--- config.mk ---
export PLATFORM = sky130hd
export DESIGN_NAME = fetch_controller
export DESIGN_NICKNAME = d
export VERILOG_FILES = /design/src/rtl/fetch_controller_pkg.sv /design/src/rtl/fetch_controller.sv
export SDC_FILE = /design/constraint.sdc
export NUM_CORES = 1
export LEC_CHECK = 0
export ABC_AREA = 1
export CAP_MARGIN = 10
export CORE_UTILIZATION = 30
export CTS_CLUSTER_DIAMETER = 150
export DETAILED_ROUTE_END_ITERATION = 6
export SLEW_MARGIN = 20
export SYNTH_ARGS = -nofsm -noshare
export SYNTH_HDL_FRONTEND = slang
export SYNTH_SLANG_ARGS = --single-unit
--- constraint.sdc ---
create_clock -name clk -period 3.7 [get_ports clk]
set_clock_uncertainty 0.05 [all_clocks]
set_input_delay 0.925 -clock clk [delete_from_list [all_inputs] [get_ports clk]]
set_output_delay 0.925 -clock clk [all_outputs]
set_load 0.02 [all_outputs]
--- src/rtl/fetch_controller_pkg.sv ---
// Shared encodings for the fetch controller: program_counter mux selects and
// the fetch sequencer states.
package fetch_controller_pkg;

    localparam int          FC_XLEN      = 32;
    localparam logic [31:0] FC_RESET_NOP = 32'h0000_0013;

    // Select encodings understood by program_counter.
    typedef enum logic [1:0] {
        PC_MUX_PC4      = 2'b00,
        PC_MUX_ALU_OUT  = 2'b01,
        PC_MUX_PC_ADDER = 2'b10
    } pc_mux_e;

    typedef enum logic [1:0] {
        FETCH_BOOT = 2'b00,
        FETCH_REQ  = 2'b01,
        FETCH_WAIT = 2'b10,
        FETCH_HOLD = 2'b11
    } fetch_state_e;

endpackage

--- src/rtl/fetch_controller.sv ---
// Instruction fetch sequencer: one outstanding req/gnt transfer to imem, a
// registered decode buffer with skid slot, and execute-stage redirect handling.
module fetch_controller
    import fetch_controller_pkg::*;
#(
    parameter int              XLEN      = FC_XLEN,
    parameter logic [XLEN-1:0] RESET_NOP = XLEN'(FC_RESET_NOP)
) (
    input  logic            clk,
    input  logic            rst,
    input  logic [XLEN-1:0] pc,
    output logic            pc_en,
    output logic [1:0]      pc_sel,
    output logic            imem_req,
    output logic [XLEN-1:0] imem_addr,
    input  logic            imem_gnt,
    input  logic            imem_rvalid,
    input  logic [XLEN-1:0] imem_rdata,
    input  logic            redirect,
    input  logic [1:0]      redirect_sel,
    input  logic            stall,
    output logic            if_valid,
    output logic [XLEN-1:0] if_instr,
    output logic [XLEN-1:0] if_pc
);

    fetch_state_e    state_q, state_d;
    logic            kill_q, kill_d;
    logic            if_valid_q, if_valid_d;
    logic [XLEN-1:0] if_instr_q, if_instr_d;
    logic [XLEN-1:0] if_pc_q, if_pc_d;
    logic [XLEN-1:0] req_pc_q, req_pc_d;
    logic [XLEN-1:0] skid_q, skid_d;

    logic buf_free;
    logic redirect_active;

    // The buffer can take a word if it is empty or is being consumed now.
    assign buf_free        = !if_valid_q || !stall;
    assign redirect_active = redirect && (state_q != FETCH_BOOT);
    assign imem_addr       = pc;

    always_comb begin
        // NOTE: every signal written here gets a default first so no path
        // leaves one unassigned, which would otherwise infer a latch.
        state_d    = state_q;
        kill_d     = kill_q;
        if_valid_d = if_valid_q;
        if_instr_d = if_instr_q;
        if_pc_d    = if_pc_q;
        req_pc_d   = req_pc_q;
        skid_d     = skid_q;
        pc_en      = 1'b0;
        pc_sel     = PC_MUX_PC4;
        imem_req   = 1'b0;

        if (if_valid_q && !stall) begin
            if_valid_d = 1'b0;
        end

        if (redirect_active) begin
            pc_en      = 1'b1;
            pc_sel     = redirect_sel;
            if_valid_d = 1'b0;
        end

        unique case (state_q)
            FETCH_BOOT: begin
                state_d = FETCH_REQ;
            end

            FETCH_REQ: begin
                if (!redirect_active) begin
                    imem_req = buf_free;
                    if (buf_free && imem_gnt) begin
                        req_pc_d = pc;
                        state_d  = FETCH_WAIT;
                    end
                end
            end

            FETCH_WAIT: begin
                if (imem_rvalid) begin
                    if (redirect_active || kill_q) begin
                        kill_d  = 1'b0;
                        state_d = FETCH_REQ;
                    end else if (buf_free) begin
                        if_valid_d = 1'b1;
                        if_instr_d = imem_rdata;
                        if_pc_d    = req_pc_q;
                        pc_en      = 1'b1;
                        state_d    = FETCH_REQ;
                    end else begin
                        skid_d  = imem_rdata;
                        state_d = FETCH_HOLD;
                    end
                end else if (redirect_active) begin
                    // Response still in flight: mark it stale for when it lands.
                    kill_d = 1'b1;
                end
            end

            FETCH_HOLD: begin
                if (redirect_active) begin
                    state_d = FETCH_REQ;
                end else if (!stall) begin
                    if_valid_d = 1'b1;
                    if_instr_d = skid_q;
                    if_pc_d    = req_pc_q;
                    pc_en      = 1'b1;
                    state_d    = FETCH_REQ;
                end
            end

            default: begin
                state_d = FETCH_BOOT;
            end
        endcase
    end

    always_ff @(posedge clk or posedge rst) begin
        // NOTE: state registers use non-blocking assignments so every flop
        // samples the pre-edge values regardless of statement order.
        if (rst) begin
            state_q    <= FETCH_BOOT;
            kill_q     <= 1'b0;
            if_valid_q <= 1'b0;
            if_instr_q <= RESET_NOP;
            if_pc_q    <= '0;
        end else begin
            state_q    <= state_d;
            kill_q     <= kill_d;
            if_valid_q <= if_valid_d;
            if_instr_q <= if_instr_d;
            if_pc_q    <= if_pc_d;
        end
    end

    // NOTE: pure datapath holding registers are left without reset; they are
    // only read after the control state has written them.
    always_ff @(posedge clk) begin
        req_pc_q <= req_pc_d;
        skid_q   <= skid_d;
    end

    assign if_valid = if_valid_q;
    assign if_instr = if_instr_q;
    assign if_pc    = if_pc_q;

endmodule

Word level (Yosys, flattened, before mapping)
Index checks and enable logic that the tools add are counted.

Bits in registers: 132. Bits in latches: 0. Bits in writable memories: 0. Bits in read-only memories: 0. Input bits: 72. Output and inout bits: 101. Word-level logic and storage cells: 79. Memories: 0.

Add/sub/neg operators: 0. Multipliers: 0. Div/mod/pow operators: 0. Order comparisons: 0. Equality and inequality tests: 12. Shift-type cells: 0. Muxes and demuxes: 41. Bitwise operators: 3. Reduce and logical (&&, ||, !) cells: 16.

Operators with widths (number): $mux W32 (10); $pmux W32 S2 (2); $mux W1 (18); $mux W2 (8); $ne A2 B2 Y1 const B (7); $pmux W2 S4 (1); $reduce_and A4 Y1 (2); $reduce_and A3 Y1 (2); $reduce_and A6 Y1 (1); $reduce_bool A2 Y1 (3); $eq A2 B2 Y1 const B (2); $pmux W1 S2 (2); $logic_and A1 B1 Y1 (3); $ne A3 B3 Y1 const B (1); $not A1 Y1 (3); $eq A2 B1 Y1 const B (1); $logic_not A1 Y1 (2); $logic_not A2 Y1 (1); $logic_or A1 B1 Y1 (2); $ne A2 B1 Y1 const B (1).

Longest topological paths before layout
Gate-level depths: netlist of run 1.

Word-level depth: 8. Gate-level depth with buffers: 10. Mapped depth without buffers: 9.

Least setup slack after synthesis of run 1
OpenSTA, ideal clock, no wires.

Path type: in2reg. Start: in redirect. End: reg skid_q[0], enable pin. Library setup time: 0.461 ns. Data arrival time: 3.316 ns. Required time: 3.189 ns. Path slack: -0.127 ns. Cell stages on the path: 3. Path buffers: 0. Cells stage by stage: nand2_2 > nand2_1 > nor3_1.

Longest elaborated chain between the ends: 4.

Ends and longest elaborated chain: from (decl) (line fetch_controller.sv:19) `input logic redirect,`; $logic_and A1 B1 Y1 (line fetch_controller.sv:40) `assign redirect_active = redirect && (state_q != FETCH_BOOT);`; $logic_or A1 B1 Y1 (line fetch_controller.sv:84) `if (redirect_active || kill_q) begin`; $not A1 Y1 (no line); $reduce_and A4 Y1 (no line); to (signal assigned) (line fetch_controller.sv:143) `skid_q <= skid_d;`; to (decl) (line fetch_controller.sv:33) `logic [XLEN-1:0] skid_q, skid_d;`.

No other way between the ends. A chain may end at the register's enable or synchronous reset.

Worst setup path in the final report of run 1
Start: in redirect. End: out pc_en.

Longest elaborated chain between the ends: 6. Elaborated cells on any way between the ends: 9.

Ends and longest elaborated chain: $logic_and A1 B1 Y1 * (line fetch_controller.sv:40); $mux W1 (line fetch_controller.sv:61) `if (redirect_active) begin`; $mux W1 (line fetch_controller.sv:87) `end else if (buf_free) begin`; $mux W1 (line fetch_controller.sv:84); $mux W1 (line fetch_controller.sv:83) `if (imem_rvalid) begin`; $pmux W1 S2 * (line fetch_controller.sv:67) `unique case (state_q)`; to (decl) (line fetch_controller.sv:12) `output logic pc_en,`.

Mark *: on every way between the ends. The rest lies on a longest branch, timed or not.

==> run metrics, run 1 <==
postcts setup bufs=0; Final Critical Period=3.54 ns; chip width=139 um; Setup crit start kind=input pin; Avg WL per Cell=14.9 um; # DRC=0; YS warnings=0; FP Rows=49; vias in the first global route=4297; Syn Inst Count=543; fmax=282 MHz; post-synthesis cell type count=22; Num CTS Buffers=17; Yosys reg bits=132; Chip Height=139 um; Slew Limit Fails=0; Worst setup EP type=output port; mapped cell area=5670 sq um; die area=19400 sq um; Leak Pwr=0.00345 uW; final design utilization=0.436; first-pass GRT wire length=22.3 mm; H-tree depth=4; crit path kind=input pin to output port; core area=18200 sq um; CP Data Required Time=2.72 ns; setup tns final=0 ns; Total Wirelength=13.8 mm; Slew @ Worst Pin=0.897 ns; Initial Util=0.311; Pwr per Cell Area=803 nW/um^2; Layout area overhead=40.2%; Routability Congestion=0.778; Max-Cap Viols=0; largest net degree at the start of global routing=65; All-Layer GR Usage=0.148; Post-CTS Hold Fix Bufs=0; Vias=4363; commonest non-fill, non-tap cells in the layout=238 x nand2_1, 172 x clkdlybuf4s50_1, 65 x dfrtp_1; Pwr Total=6380 uW; period utilisation layout=0.958; commonest non-fill, non-tap cell in the layout=nand2_1; Detailed Route Iter0 Violations=182; Via density=4.73; VDD IR max=0.000323 V; Min-Delay Path Class=register to register; setup violators final=0; clk slew on worst S/H paths=0.06 ns; Seq/Total Area, Yosys=0.640; nets=757; Hold Fails Final Rpt=0; initial antenna violation count=2; fraction of final layout cells with drive strength greater than 1=0.0808; DR pass1 iterations=6; Slew headroom=0.400; Syn Area/Cell=10.4 sq um; outcome=finished, final reports clean; Clock Latency Late Sink=0.41 ns; Sink Count=132; post_cts resized=0; RSZ-0062 raised after global routing=false; Port-buffer cells=172; WHS=0.416 ns; CP max FO=3; Remaining Overflow, GRT=0; post-DP HPWL=9.21 mm; Detail Route Antenna Nets=0; crit path DAT=2.57 ns; Post-Syn Nets=620; Root Driver=clkbuf_16; Longest Clk Path Bufs=2; IO Pins=173; CTS tree=built
[cell families after synthesis]
group,count (synthesis),share of synthesized area
AND/OR/NAND/NOR,316,0.242
flip-flops,132,0.640
buffers and inverters,81,0.0978
AO/OA/AOI/OAI,9,0.00927
adder cells (fa/ha/maj),5,0.0110
[through the flow]
| step | cell area (sq um) | setup slack, ns | cells |
|---|---|---|---|
| 6_report | 7950 | 0.157 | 923 |
| 4_1_cts | 7940 | 0.172 | 922 |
| 3_3_place_gp | 7300 | 0.268 | 890 |
| 2_1_floorplan | 5680 | 0.853 | 543 |
| 3_5_place_dp | 7300 | 0.176 | 890 |
| 5_1_grt | 7940 | 0.0903 | 922 |
[cell type report]
| type | instances | area (sq um) |
|---|---|---|
| Clock buffer | 18 | 439 |
| Sequential cell | 132 | 3630 |
| Inverter | 15 | 57.6 |
| Clock inverter | 14 | 200 |
| Antenna cell | 1 | 2.50 |
| Tap cell | 229 | 287 |
| Timing Repair Buffer | 184 | 1810 |
| Multi-Input combinational cell | 330 | 1520 |
| Fill cell | 1659 | 10300 |
[flip-flops by register name, summed over array words and instances, names as in the netlist]
| name | cells |
|---|---|
| if_instr | 32 |
| if_pc | 32 |
| if_valid | 1 |
| kill_q | 1 |
| req_pc_q | 32 |
| skid_q | 32 |
| state_q | 2 |
[report_power, final]
part           switching (uW)  internal, uW
clock network             653          1150
registers                 236          1990
logic                    1360           981
[synthesized netlist by cell type]
| master | count | area (sq um) |
|---|---|---|
| dfstp_2 | 3 | 78.8 |
| buf_4 | 36 | 270 |
| a21oi_1 | 1 | 5.00 |
| inv_2 | 1 | 3.75 |
| o21ai_0 | 5 | 25.0 |
| nor3_1 | 3 | 15.0 |
| clkbuf_1 | 3 | 11.3 |
| ha_1 | 5 | 62.6 |
| edfxtp_1 | 64 | 1920 |
| buf_2 | 14 | 70.1 |
| dfrtp_1 | 65 | 1630 |
| o21ai_2 | 1 | 8.76 |
| a31oi_1 | 1 | 6.26 |
| nand4_1 | 64 | 400 |
| buf_6 | 13 | 146 |
| nand2_1 | 240 | 901 |
| nor2_1 | 4 | 15.0 |
| nand3_1 | 3 | 15.0 |
| nand3_4 | 1 | 17.5 |
| o211ai_1 | 1 | 7.51 |
| inv_1 | 14 | 52.6 |
| nand2_2 | 1 | 6.26 |
[metal layers]
layer  global-route usage  share of wire  vias up  wire [um]
li1                     -              -     2073          -
met1                0.175           0.42     2079       5860
met2                0.246           0.49      179       6710
met3               0.0478          0.065       30        893
met4               0.0649          0.023        2        320
met5                    0        0.00080        -         11
[final timing paths]
check | to | start | cells past startpoint | slack (ns)
min | if_instr[0] | if_instr[0] | 2 | 0.42
max in group asynchronous | if_instr[0] | rst | 3 | 2.13
max | pc_en | redirect | 6 | 0.16
min in group asynchronous | if_pc[2] | rst | 2 | 0.71
min reg2reg | if_instr[0] | if_instr[0] | 2 | 0.42
max reg2reg | if_instr[7] | state_q[0] | 6 | 0.79
[worst max-delay path, stage by stage]
cell,delay [ns]
clkdlybuf4s50_1,0.49
inv_1,0.05
nor2_1,0.20
o21ai_0,0.16
o211ai_1,0.12
clkdlybuf4s50_1,0.62
Note: power is estimated with default switching activity, not from simulation.
==> run 2: changes to the inputs <==
HOLD_SLACK_MARGIN = 0.03   (was unset)
RECOVER_POWER = 25   (was unset)
SLEW_MARGIN = 25   (was 20)
==> run 2 against run 1 <==
Compared with the run above: die area did not move; maximum frequency rose by 0.80%; count of clock-buffer cells in the layout did not move; critical endpoint is now imem_req.
==> run metrics, run 2 (synthesized netlist as in run 1, its figures left out) <==
r2r setup slk=0.78 ns (about the same); die area=19400 sq um (unchanged); Slew @ Worst Pin=1.32 ns (+0.421 ns); Avg WL per Cell=14.9 um (-0.48%); Clock Latency Late Sink=0.41 ns (about the same); first-pass GRT wire length=22.3 mm (unchanged); Leak Pwr=0.00346 uW (+0.27%); initial antenna violation count=5 (+3); FF/Latch Area=3630 sq um (unchanged); Hold Fails Final Rpt=0 (unchanged); fraction of final layout cells with drive strength greater than 1=0.0779 (-0.00289); outcome=finished, final reports clean; fin area=7950 sq um (about the same); Detail Route Antenna Nets=0 (unchanged); Vias=4356 (-0.16%); nets=757 (unchanged); Longest Clk Path Bufs=2 (unchanged); Chip Height=139 um (unchanged); Multi-input gate area=1520 sq um (-0.16%); instance area at placement=7300 sq um (unchanged); Final Critical Period=3.51 ns (-0.0281 ns); fmax=285 MHz (+0.80%); vias in the first global route=4297 (unchanged); core area=18200 sq um (unchanged); post-DP HPWL=9.21 mm (unchanged); clk slew on worst S/H paths=0.06 ns (about the same); Via density=4.70 (-0.48%); non-filler instance count after layout=926 (+0.33%); crit path kind=input pin to output port; Root Driver=clkbuf_16; # DRC=0 (unchanged); setup tns final=0 ns (unchanged); commonest non-fill, non-tap cells in the layout=239 x nand2_1, 107 x clkdlybuf4s50_1, 65 x dfrtp_1, 65 x dlygate4sd3_1; commonest non-fill, non-tap cell in the layout=nand2_1; Setup crit start kind=input pin; CP Data Required Time=2.72 ns (about the same); period utilisation layout=0.950 (-0.00759); CP max FO=4 (+1); Min-Delay Path Class=register to register; chip width=139 um (unchanged); Port-buffer cells=172 (unchanged); Placed Instances=890 (unchanged); Pwr per Cell Area=801 nW/um^2 (-0.25%); Sink Count=132 (unchanged); Detailed Route Iter0 Violations=182 (unchanged); largest net degree at the start of global routing=65 (unchanged); RSZ-0062 raised after global routing=false; Num CTS Buffers=17 (unchanged); Total Wirelength=13.8 mm (-0.16%); CTS tree=built; Slew Limit Fails=0 (unchanged); Pwr Total=6360 uW (-0.23%); post_cts resized=0 (unchanged); Initial Util=0.311 (unchanged); postcts setup bufs=0 (unchanged); DR pass1 iterations=6 (unchanged); crit path DAT=2.54 ns (-0.03 ns); Max-Cap Viols=0 (unchanged); Routability Congestion=0.778 (unchanged); VDD IR max=0.000322 V (-0.26%); Layout area overhead=40.2% (about the same); All-Layer GR Usage=0.148 (unchanged); H-tree depth=4 (unchanged); FP Rows=49 (unchanged); Worst setup EP type=output port; setup violators final=0 (unchanged); Remaining Overflow, GRT=0 (unchanged); Fillers=1660 (+0.060%); Slew headroom=0.121 (-0.279); Post-CTS Hold Fix Bufs=0 (unchanged); IO Pins=173 (unchanged)
[run 2: path summary, 6_finish.rpt]
| kind | end | startpoint | depth (start not counted) |
|---|---|---|---|
| setup / recovery | imem_req | stall | 5 |
| hold / removal | if_instr[0] | if_instr[0] | 2 |
| setup reg to reg | if_instr[7] | state_q[0] | 6 |
| hold reg to reg | if_instr[0] | if_instr[0] | 2 |
| max in group asynchronous | if_pc[29] | rst | 3 |
| min in group asynchronous | if_pc[2] | rst | 2 |
[run 2: where the power goes]
part / internal, uW / switching [uW]
clock: 1150 / 654
combinational: 966 / 1360
sequential: 1990 / 237
total: 4110 / 2250
[run 2: per-layer routing]
metal,vias up,share of wire,global-route usage
li1,2074,-,-
met1,2089,0.43,0.175
met2,165,0.49,0.246
met3,26,0.061,0.0478
met4,2,0.020,0.0649
met5,-,0.00080,0
[run 2: final cells by class]
| cell class | instances | share of cell area |
|---|---|---|
| flip-flops and latches | 132 | 0.456 |
| repair buffers | 184 | 0.228 |
| multi-input cells | 330 | 0.191 |
| clock buffers | 18 | 0.0553 |
| well taps | 229 | 0.0361 |
| clock inverters | 14 | 0.0252 |
| inverters | 15 | 0.00724 |
| diodes | 4 | 0.00126 |
[run 2: stage by stage]
stage	util	hold WS (ns)	setup slack [ns]
global placement	0.401	0.404	0.268
CTS	0.436	0.420	0.172
floorplan	-	0.419	0.853
global route	0.436	0.430	0.0903
detailed placement	0.401	0.411	0.176
finish	0.436	0.416	0.185
[run 2: worst max-delay path, cell delays in order]
cell and delay [ns]:
clkdlybuf4s50_1 0.46, nand2_1 0.16, inv_1 0.08, nor3_1 0.24
clkdlybuf4s50_1 0.68
==> run 3: changes to the inputs <==
SLEW_MARGIN = 20   (was 25)
==> results of run 3 <==
No change in the layout: final DEF, timing and power equal those of run 2.
